**src/rtl/seq_producer.sv**
```systemverilog
// seq_producer: write-side source for the inter-clock buffer.
// Generates the Fibonacci sequence (mode=0) or a wrapping timer count
// (mode=1) and offers one 16-bit value at a time to the buffer write port,
// honouring buffer_full so no value is offered while full or silently lost.
//
// Optional build macro: FIB_WRAP_EN -- when defined, Fibonacci restarts at 0
// after 46368 instead of stopping in DONE.
//
// Ports:
//   clk         fast clock (buffer write-side clock)
//   rst         asynchronous active-high reset
//   start       one-cycle pulse, begins generation (from IDLE or DONE)
//   stop        one-cycle pulse, aborts generation (wins over start)
//   mode        0 = Fibonacci, 1 = timer; sampled on accepted start
//   buffer_full 1 = buffer cannot accept a write
//   data_1_en   combinational write strobe, value written on this clk edge
//   data_1      registered value offered to the buffer
//   busy        1 while generating (RUN)
//   done        1 once Fibonacci is exhausted (DONE)
//   overrun     sticky: a timer tick replaced a value that was never written
module seq_producer #(
  parameter int unsigned TICK_DIV  = 10,
  parameter int unsigned TIMER_MAX = 9999
) (
  input  logic        clk,
  input  logic        rst,
  input  logic        start,
  input  logic        stop,
  input  logic        mode,
  input  logic        buffer_full,
  output logic        data_1_en,
  output logic [15:0] data_1,
  output logic        busy,
  output logic        done,
  output logic        overrun
);

  localparam int unsigned DW = 16;
  localparam int unsigned PW = 16;
  localparam int unsigned FW = DW + 1;

  localparam logic [DW-1:0] FIB_LAST  = DW'(46368);
  localparam logic [PW-1:0] TICK_LAST = PW'(TICK_DIV - 1);
  localparam logic [DW-1:0] TMAX      = DW'(TIMER_MAX);

  typedef enum logic [1:0] {
    ST_IDLE = 2'd0,
    ST_RUN  = 2'd1,
    ST_DONE = 2'd2
  } state_e;

  state_e        state_q, state_d;
  logic [DW-1:0] data_1_q, data_1_d;
  logic          pending_q, pending_d;
  logic [PW-1:0] prescaler_q, prescaler_d;
  logic [DW-1:0] a_q, a_d;
  logic [FW-1:0] b_q, b_d;
  logic          mode_q, mode_d;
  logic          overrun_q, overrun_d;
  logic          busy_q, busy_d;
  logic          done_q, done_d;

  logic          write_c;
  logic          tick_c;

  // Write strobe is combinational so a full flag raised by the previous
  // write blocks the very next offer.
  assign write_c = (state_q == ST_RUN) && pending_q && !buffer_full;
  assign tick_c  = (prescaler_q == TICK_LAST);

  // Next-state and datapath
  always_comb begin
    state_d     = state_q;
    data_1_d    = data_1_q;
    pending_d   = pending_q;
    prescaler_d = prescaler_q;
    a_d         = a_q;
    b_d         = b_q;
    mode_d      = mode_q;
    overrun_d   = overrun_q;

    case (state_q)
      ST_IDLE: begin
        if (start && !stop) begin
          state_d     = ST_RUN;
          mode_d      = mode;
          a_d         = '0;
          b_d         = FW'(1);
          data_1_d    = '0;
          prescaler_d = '0;
          overrun_d   = 1'b0;
          pending_d   = 1'b1;
        end
      end

      ST_RUN: begin
        if (stop) begin
          state_d     = ST_IDLE;
          pending_d   = 1'b0;
          prescaler_d = '0;
        end else if (!mode_q) begin
          // Fibonacci: always pending, advance only on an accepted write
          if (write_c) begin
            if (data_1_q == FIB_LAST) begin
`ifdef FIB_WRAP_EN
              a_d       = '0;
              b_d       = FW'(1);
              data_1_d  = '0;
              pending_d = 1'b1;
`else
              // Next term (75025) no longer fits 16 bits
              state_d   = ST_DONE;
              pending_d = 1'b0;
`endif
            end else begin
              data_1_d = b_q[DW-1:0];
              a_d      = b_q[DW-1:0];
              b_d      = FW'(a_q) + b_q;
            end
          end
        end else begin
          // Timer: prescaler runs regardless of backpressure
          prescaler_d = tick_c ? '0 : prescaler_q + PW'(1);
          if (tick_c) begin
            data_1_d  = (data_1_q == TMAX) ? '0 : data_1_q + DW'(1);
            pending_d = 1'b1;
            // Newest count replaces one that was never written
            if (pending_q && !write_c) begin
              overrun_d = 1'b1;
            end
          end else if (write_c) begin
            pending_d = 1'b0;
          end
        end
      end

      ST_DONE: begin
        if (stop) begin
          state_d     = ST_IDLE;
          pending_d   = 1'b0;
          prescaler_d = '0;
        end else if (start) begin
          state_d     = ST_RUN;
          mode_d      = mode;
          a_d         = '0;
          b_d         = FW'(1);
          data_1_d    = '0;
          prescaler_d = '0;
          overrun_d   = 1'b0;
          pending_d   = 1'b1;
        end
      end

      default: begin
        state_d   = ST_IDLE;
        pending_d = 1'b0;
      end
    endcase

    busy_d = (state_d == ST_RUN);
    done_d = (state_d == ST_DONE);
  end

  // State and datapath registers
  always_ff @(posedge clk or posedge rst) begin
    if (rst) begin
      state_q     <= ST_IDLE;
      data_1_q    <= '0;
      pending_q   <= 1'b0;
      prescaler_q <= '0;
      a_q         <= '0;
      b_q         <= FW'(1);
      mode_q      <= 1'b0;
      overrun_q   <= 1'b0;
      busy_q      <= 1'b0;
      done_q      <= 1'b0;
    end else begin
      state_q     <= state_d;
      data_1_q    <= data_1_d;
      pending_q   <= pending_d;
      prescaler_q <= prescaler_d;
      a_q         <= a_d;
      b_q         <= b_d;
      mode_q      <= mode_d;
      overrun_q   <= overrun_d;
      busy_q      <= busy_d;
      done_q      <= done_d;
    end
  end

  assign data_1_en = write_c;
  assign data_1    = data_1_q;
  assign busy      = busy_q;
  assign done      = done_q;
  assign overrun   = overrun_q;

endmodule

```
**config.mk**
```make
export PLATFORM = sky130hd
export DESIGN_NAME = seq_producer
export DESIGN_NICKNAME = d
export VERILOG_FILES = /design/src/rtl/seq_producer.sv
export SDC_FILE = /design/constraint.sdc
export NUM_CORES = 1
export LEC_CHECK = 0
export ABC_CLOCK_PERIOD_IN_PS = 2380
export BUFFER_PORTS_ARGS = -buffer_cell sky130_fd_sc_hd__buf_2
export CORE_UTILIZATION = 35
export CTS_BUF_LIST = sky130_fd_sc_hd__clkbuf_16
export DETAILED_ROUTE_END_ITERATION = 8
export PLACE_DENSITY_LB_ADDON = 0.05
export SLEW_MARGIN = 0
export SYNTH_ARGS = -nofsm -noshare
export SYNTH_HDL_FRONTEND = slang
export SYNTH_SLANG_ARGS = --single-unit
```
**constraint.sdc**
```tcl
create_clock -name clk -period 2.38 [get_ports clk]
set_input_delay 0.476 -clock clk [delete_from_list [all_inputs] [get_ports clk]]
set_output_delay 0.476 -clock clk [all_outputs]
set_load 0.01 [all_outputs]
```
# After elaboration in Yosys (flattened, before gate mapping)
# Cells that the tools add are included.
[op_classes]
n_addsub = 3
eq_ne = 25
mux = 56
n_reduce_logical = 16
[ops]
columns = ["operator", "n"]
rows = [
  ["16-bit two-way mux", 15],
  ["16-bit one-hot mux with 3 select lines", 3],
  ["17-bit two-way mux", 7],
  ["17-bit one-hot mux with 3 select lines", 1],
  ["16-bit by 1-bit adder with 16-bit output, second input constant", 2],
  ["8-bit AND reduction", 3],
  ["1-bit two-way mux", 19],
  ["2-bit inequality test, second input constant", 9],
  ["16-bit by 17-bit adder with 17-bit output", 1],
  ["16-bit by 14-bit == test with 1-bit output, second input constant", 1],
  ["16-bit == test, second input constant", 1],
  ["16-bit by 4-bit == test with 1-bit output, second input constant", 1],
  ["3-bit inequality test, second input constant", 5],
  ["2-bit two-way mux", 7],
  ["4-bit inequality test, second input constant", 2],
  ["4-bit AND reduction", 2],
  ["1-bit one-hot mux with 3 select lines", 2],
  ["2-bit one-hot mux with 3 select lines", 1],
  ["5-bit AND reduction", 1],
  ["2-bit by 1-bit == test with 1-bit output, second input constant", 2],
  ["2-bit == test, second input constant", 2],
  ["1-bit logical AND", 4],
  ["4-bit by 3-bit inequality test with 1-bit output, second input constant", 1],
  ["1-bit zero test", 3],
  ["5 further kinds", 5],
]
[word_totals]
register_bits = 72
input_bits = 6
elab_cells = 110

# Logic depth before layout (Yosys ltp)
[logic_depth]
ltp_word = 10
mapped_depth = 9
mapped_depth_nobuf = 9

# Worst setup path after synthesis
# OpenSTA, ideal clock, no wires.
[synth_timing]
path_type = "flip-flop to flip-flop"
start = "reg b_q[4]"
end = "reg b_q[15]"
t_arrival_ns = 2.136
required_time_ns = 2.256
setup_slack_ns = 0.120
path_stages_with_launch = 8
path_buffers = 0
cell_sequence = "dfrtp_1 > ha_1 > a2111o_1 > a21oi_1 > nor4_1 > o211a_1 > o311a_1 > a211o_1"
[synth_between]
elab_chain_cells = 6
[synth_rtl]
columns = ["item", "line", "text"]
rows = [
  ["start: declaration", "57", "logic [FW-1:0] b_q, b_d;"],
  ["start signal: assignment", "172", "b_q <= FW'(1);"],
  ["start signal: assignment", "183", "b_q <= b_d;"],
  ["16-bit by 17-bit adder with 17-bit output", "118", "b_d = FW'(a_q) + b_q;"],
  ["17-bit two-way mux", "104", "if (data_1_q == FIB_LAST) begin"],
  ["17-bit two-way mux", "103", "if (write_c) begin"],
  ["17-bit two-way mux", "101", "end else if (!mode_q) begin"],
  ["17-bit two-way mux", "97", "if (stop) begin"],
  ["17-bit one-hot mux with 3 select lines", "82", "case (state_q)"],
]
# Every way passes these cells. The select of a mux whose other input is x is not followed.
# A chain may end at the register's enable or synchronous reset.

# Final worst setup path
[layout_timing]
start = "reg a_q[4]"
end = "reg b_q[15]"
[layout_between]
elab_chain_cells = 6
[layout_rtl]
columns = ["item", "line", "text"]
rows = [
  ["start: declaration", "56", "logic [DW-1:0] a_q, a_d;"],
  ["start signal: assignment", "171", "a_q <= '0;"],
  ["start signal: assignment", "182", "a_q <= a_d;"],
  ["16-bit by 17-bit adder with 17-bit output", "118", ""],
  ["17-bit two-way mux", "104", ""],
  ["17-bit two-way mux", "103", ""],
  ["17-bit two-way mux", "101", ""],
  ["17-bit two-way mux", "97", ""],
  ["17-bit one-hot mux with 3 select lines", "82", ""],
]
# Every way passes these cells. The select of a mux whose other input is x is not followed.

==> impl_results.md <==
- Starting Density: 36.2%
- Number of placement rows: 39
- Vias/cell: 5.35
- Max clock buf depth: 2
- Critical path data required time: 2.60 ns
- Sequential area share after synthesis: 42.4%
- Most used standard cells in the synthesized netlist: sky130_fd_sc_hd__dfrtp_1, sky130_fd_sc_hd__nand2_1, sky130_fd_sc_hd__nor2_1
- Top-level I/O count: 26
- Endpoints failing hold: 0
- Setup crit start kind: flop
- Critical path origin: a_q[4]$_DFFE_PP0P_
- Wire length of the first global-routing pass: 18,200 um
- RR Startpoint: a_q[4]$_DFFE_PP0P_
- Number of antenna violations at the first check in global routing: 0
- Worst hold slack: 0.216 ns
- Most numerous cell in the Yosys netlist: sky130_fd_sc_hd__dfrtp_1
- Routed vias: 3,533
- Setup ws final: 0.0789 ns
- Vias in the first global route: 3,423
- Xor and xnor area share after synthesis: 3.97%
- Multiplexer fraction of the synthesized cell area: 0.776%
- Total clock buffers created by CTS: 9
- Part of the power in registers: 46.2%
- Fraction of power spent switching nets: 26.6%
- Max Slew Vio Count: 0
- Pwr Density: 549 mW/mm2
- Number of nets in the synthesized netlist: 484
- Final net count: 538
- Switching component of the power: 731 uW
- Synthesized area divided by synthesized cell count: 9.15 um2
- DRC viols: 15
- Adder-cell share of the synthesized area: 6.15%
- Synth Warn #: 0
- DIE WIDTH: 111 um
- Setup skew after layout: 0.00688 ns
- Critical path data arrival time: 2.52 ns
- Max-Slew Margin vs Limit: 42.2%
- Setup-violating endpoint count in the final report: 0
- Yosys top cell by area: sky130_fd_sc_hd__dfrtp_1
- Share of flip-flops with an asynchronous set or reset after synthesis: 100%
- Dominant combinational cell family by area after synthesis: compound AO/OA/AOI/OAI gates
- Clock edge transition at the registers on the reported setup and hold paths: 0.06 ns
- Worst Setup End Kind: flop
- Cell area after synthesis: 0.00419 mm2
- Detail Route Antenna Nets: 0
- Area contributors post-synth: sky130_fd_sc_hd__dfrtp_1, sky130_fd_sc_hd__ha_1, sky130_fd_sc_hd__o21ai_0, sky130_fd_sc_hd__nand2_1, sky130_fd_sc_hd__a21oi_1
- Synth unique cells: 60
- Failing checks: design-rule violations
- CTS hold repair buffers: 0
- Max rail drop VDD: 0.222 mV
- R2R depth: 7
- Cell leakage power: 2.31 nW
- Class of the worst hold path: input pin to asynchronous set/reset pin
- Final critical-path required period: 2.30 ns
- Level count of the clock H-tree: 3
- Core Box Area: 0.0116 mm2
- Number of iterations in the first detailed-routing pass: 7
- Clock tree from TritonCTS: built
- Yosys top cell area share: 41.8%
- Routed length per instance: 16.3 um
- Clock insertion delay at the later pin of the skew report: 0.34 ns
- Number of fill cells: 1,139
- Predominant post-synthesis flop cell: sky130_fd_sc_hd__dfrtp_1
- EDFF count, synth: 0
- Total Wirelength: 10,800 um
- DRC marker count from the first detailed-route iteration: 298
- Simple-gate portion of the synthesized area: 20.5%
- Setup Slack @ Placement: -0.00834 ns
- Clock power frac: 43.4%
- Overall routing resource usage: 18.8%
- Total power draw: 2.75 mW
- Measured slew at the worst slew-check pin: 0.863 ns
- Complex-gate fraction of the synthesized area: 22.2%
- Placer Congestion: 0.788
- Gate Count Post-Synth: 458
- Floorplan die area: 0.0124 mm2
- Antenna cells: 0
- FMAX: 0.435 GHz
- Final HPWL from detailed placement: 7430 um
- Combinational cell fraction of total power: 10.4%
- Maximum number of pins on one net before global-route repair: 72
- Synthesized flop and latch total: 71
- CTS Root Buffer Type: sky130_fd_sc_hd__clkbuf_16
- Internal cell power: 2.02 mW
- Worst Path Class, Setup: flop to flop
- Outcome: finished, violations left
- Share of the clock period used by the worst path after layout: 96.7%
- Number of port buffers: 25
- Max cap viols: 0
- Setup TNS Final: 0 ns
- Share of post-route cells with drive strength above 1: 17.8%
- Area delta synth->final: 19.5%
- Maximum fanout encountered on the critical timing path: 5
- Die Ht: 111 um
- GRT overflow: 0
- Clock net sink count: 71
==> sequential cells by signal (all words and copies together) (netlist names) <==
register     count
a_q             16
b_q             16
data_1          16
prescaler_q     16
state_q          2
busy             1
done             1
mode_q           1
overrun          1
pending_q        1
==> cell type report <==
class / instances / area (um2) / share of cell area [%]
inverter: 19 / 71.3 / 1.42
timing repair buffer: 62 / 440 / 8.79
clock buffer: 9 / 225 / 4.50
tap: 143 / 179 / 3.57
clock inverter: 7 / 27.5 / 0.550
sequential: 71 / 1780 / 35.5
multi-input combinational: 349 / 2290 / 45.7
==> repair_timing <==
item	in CTS	in global routing
pin swaps	0	8
setup buffers	0	3
gates cloned	0	0
gates resized for setup	2	8
setup endpoints to repair	2	5
hold endpoints to repair	0	0
==> stage by stage <==
stage | area [um2] | cells | util, %
floorplan | 4190 | 458 | -
detailed placement | 4700 | 641 | 40.6
global route | 5010 | 660 | 43.3
CTS | 4960 | 657 | 42.9
finish | 5010 | 660 | 43.3
global placement | 4700 | 641 | 40.6
==> worst max-delay path: stages (launching register included) <==
cell	delay, ns
sky130_fd_sc_hd__dfrtp_1	0.38
sky130_fd_sc_hd__ha_2	0.32
sky130_fd_sc_hd__a2111o_1	0.43
sky130_fd_sc_hd__a21oi_2	0.16
sky130_fd_sc_hd__nor4_2	0.09
sky130_fd_sc_hd__o211a_1	0.23
sky130_fd_sc_hd__o311a_1	0.35
sky130_fd_sc_hd__a211o_1	0.22
==> power groups by stage <==
stage               combinational (mW)  sequential (mW)  clock [mW]
detailed placement               0.282             1.29           0
global placement                 0.282             1.29           0
CTS                              0.283             1.27        1.23
finish                           0.285             1.27        1.19
floorplan                        0.194             1.28           0
global route                     0.322             1.28        1.30
==> placed cells by master (no fill, tap or decap), types with 3 or more instances in the layout <==
cell,count
sky130_fd_sc_hd__nor3_1,9
sky130_fd_sc_hd__nand2_1,42
sky130_fd_sc_hd__xor2_1,7
sky130_fd_sc_hd__a21o_1,4
sky130_fd_sc_hd__dfrtp_1,70
sky130_fd_sc_hd__nor3b_1,7
sky130_fd_sc_hd__buf_2,25
sky130_fd_sc_hd__nor2b_1,6
sky130_fd_sc_hd__inv_1,20
sky130_fd_sc_hd__nor2_1,37
sky130_fd_sc_hd__a22oi_1,3
sky130_fd_sc_hd__a31oi_1,7
sky130_fd_sc_hd__o31ai_1,4
sky130_fd_sc_hd__or3_1,5
sky130_fd_sc_hd__o31a_1,3
sky130_fd_sc_hd__o21ai_0,35
sky130_fd_sc_hd__o22ai_1,4
sky130_fd_sc_hd__and3_1,11
sky130_fd_sc_hd__o21ai_1,18
sky130_fd_sc_hd__ha_1,17
sky130_fd_sc_hd__buf_12,3
sky130_fd_sc_hd__nand4_1,3
sky130_fd_sc_hd__a22o_1,14
sky130_fd_sc_hd__clkinv_1,3
sky130_fd_sc_hd__nor4_1,6
sky130_fd_sc_hd__clkbuf_16,9
sky130_fd_sc_hd__buf_4,34
sky130_fd_sc_hd__nand2b_1,6
sky130_fd_sc_hd__a21oi_1,26
sky130_fd_sc_hd__xnor2_1,12
sky130_fd_sc_hd__a32oi_1,3
sky130_fd_sc_hd__nand3_1,14
sky130_fd_sc_hd__o211ai_1,4
==> path summary, 6_finish.rpt <==
check,end,slack [ns]
worst max register to register,b_q[15]$_DFFE_PP0P_,0.08
worst min-delay path,overrun$_DFFE_PP0P_,0.22
max in group asynchronous,b_q[0]$_DFFE_PP1P_,1.83
worst min register to register,a_q[5]$_DFFE_PP0P_,0.50
min in group clk,mode_q$_DFFE_PP0P_,0.37
worst max-delay path,b_q[15]$_DFFE_PP0P_,0.08
==> layer usage <==
metal | GRT usage (%) | vias to the layer above | wire, um
met3 | 3.32 | 13 | 324
met5 | 0 | - | 0
met2 | 27.5 | 57 | 4490
li1 | - | 1786 | -
met4 | 8.29 | 0 | 199
met1 | 27.3 | 1677 | 5750
==> logic make-up (layout without fill, tap and decap cells) <==
logic type	count (synthesis)	in the layout
flops	71	71
fa+ha+maj	20	20
compound gates	146	146
simple gates	161	161
mux	3	3
buf+inv	38	97
xor+xnor	19	19
Note: power is estimated with default switching activity, not from simulation.
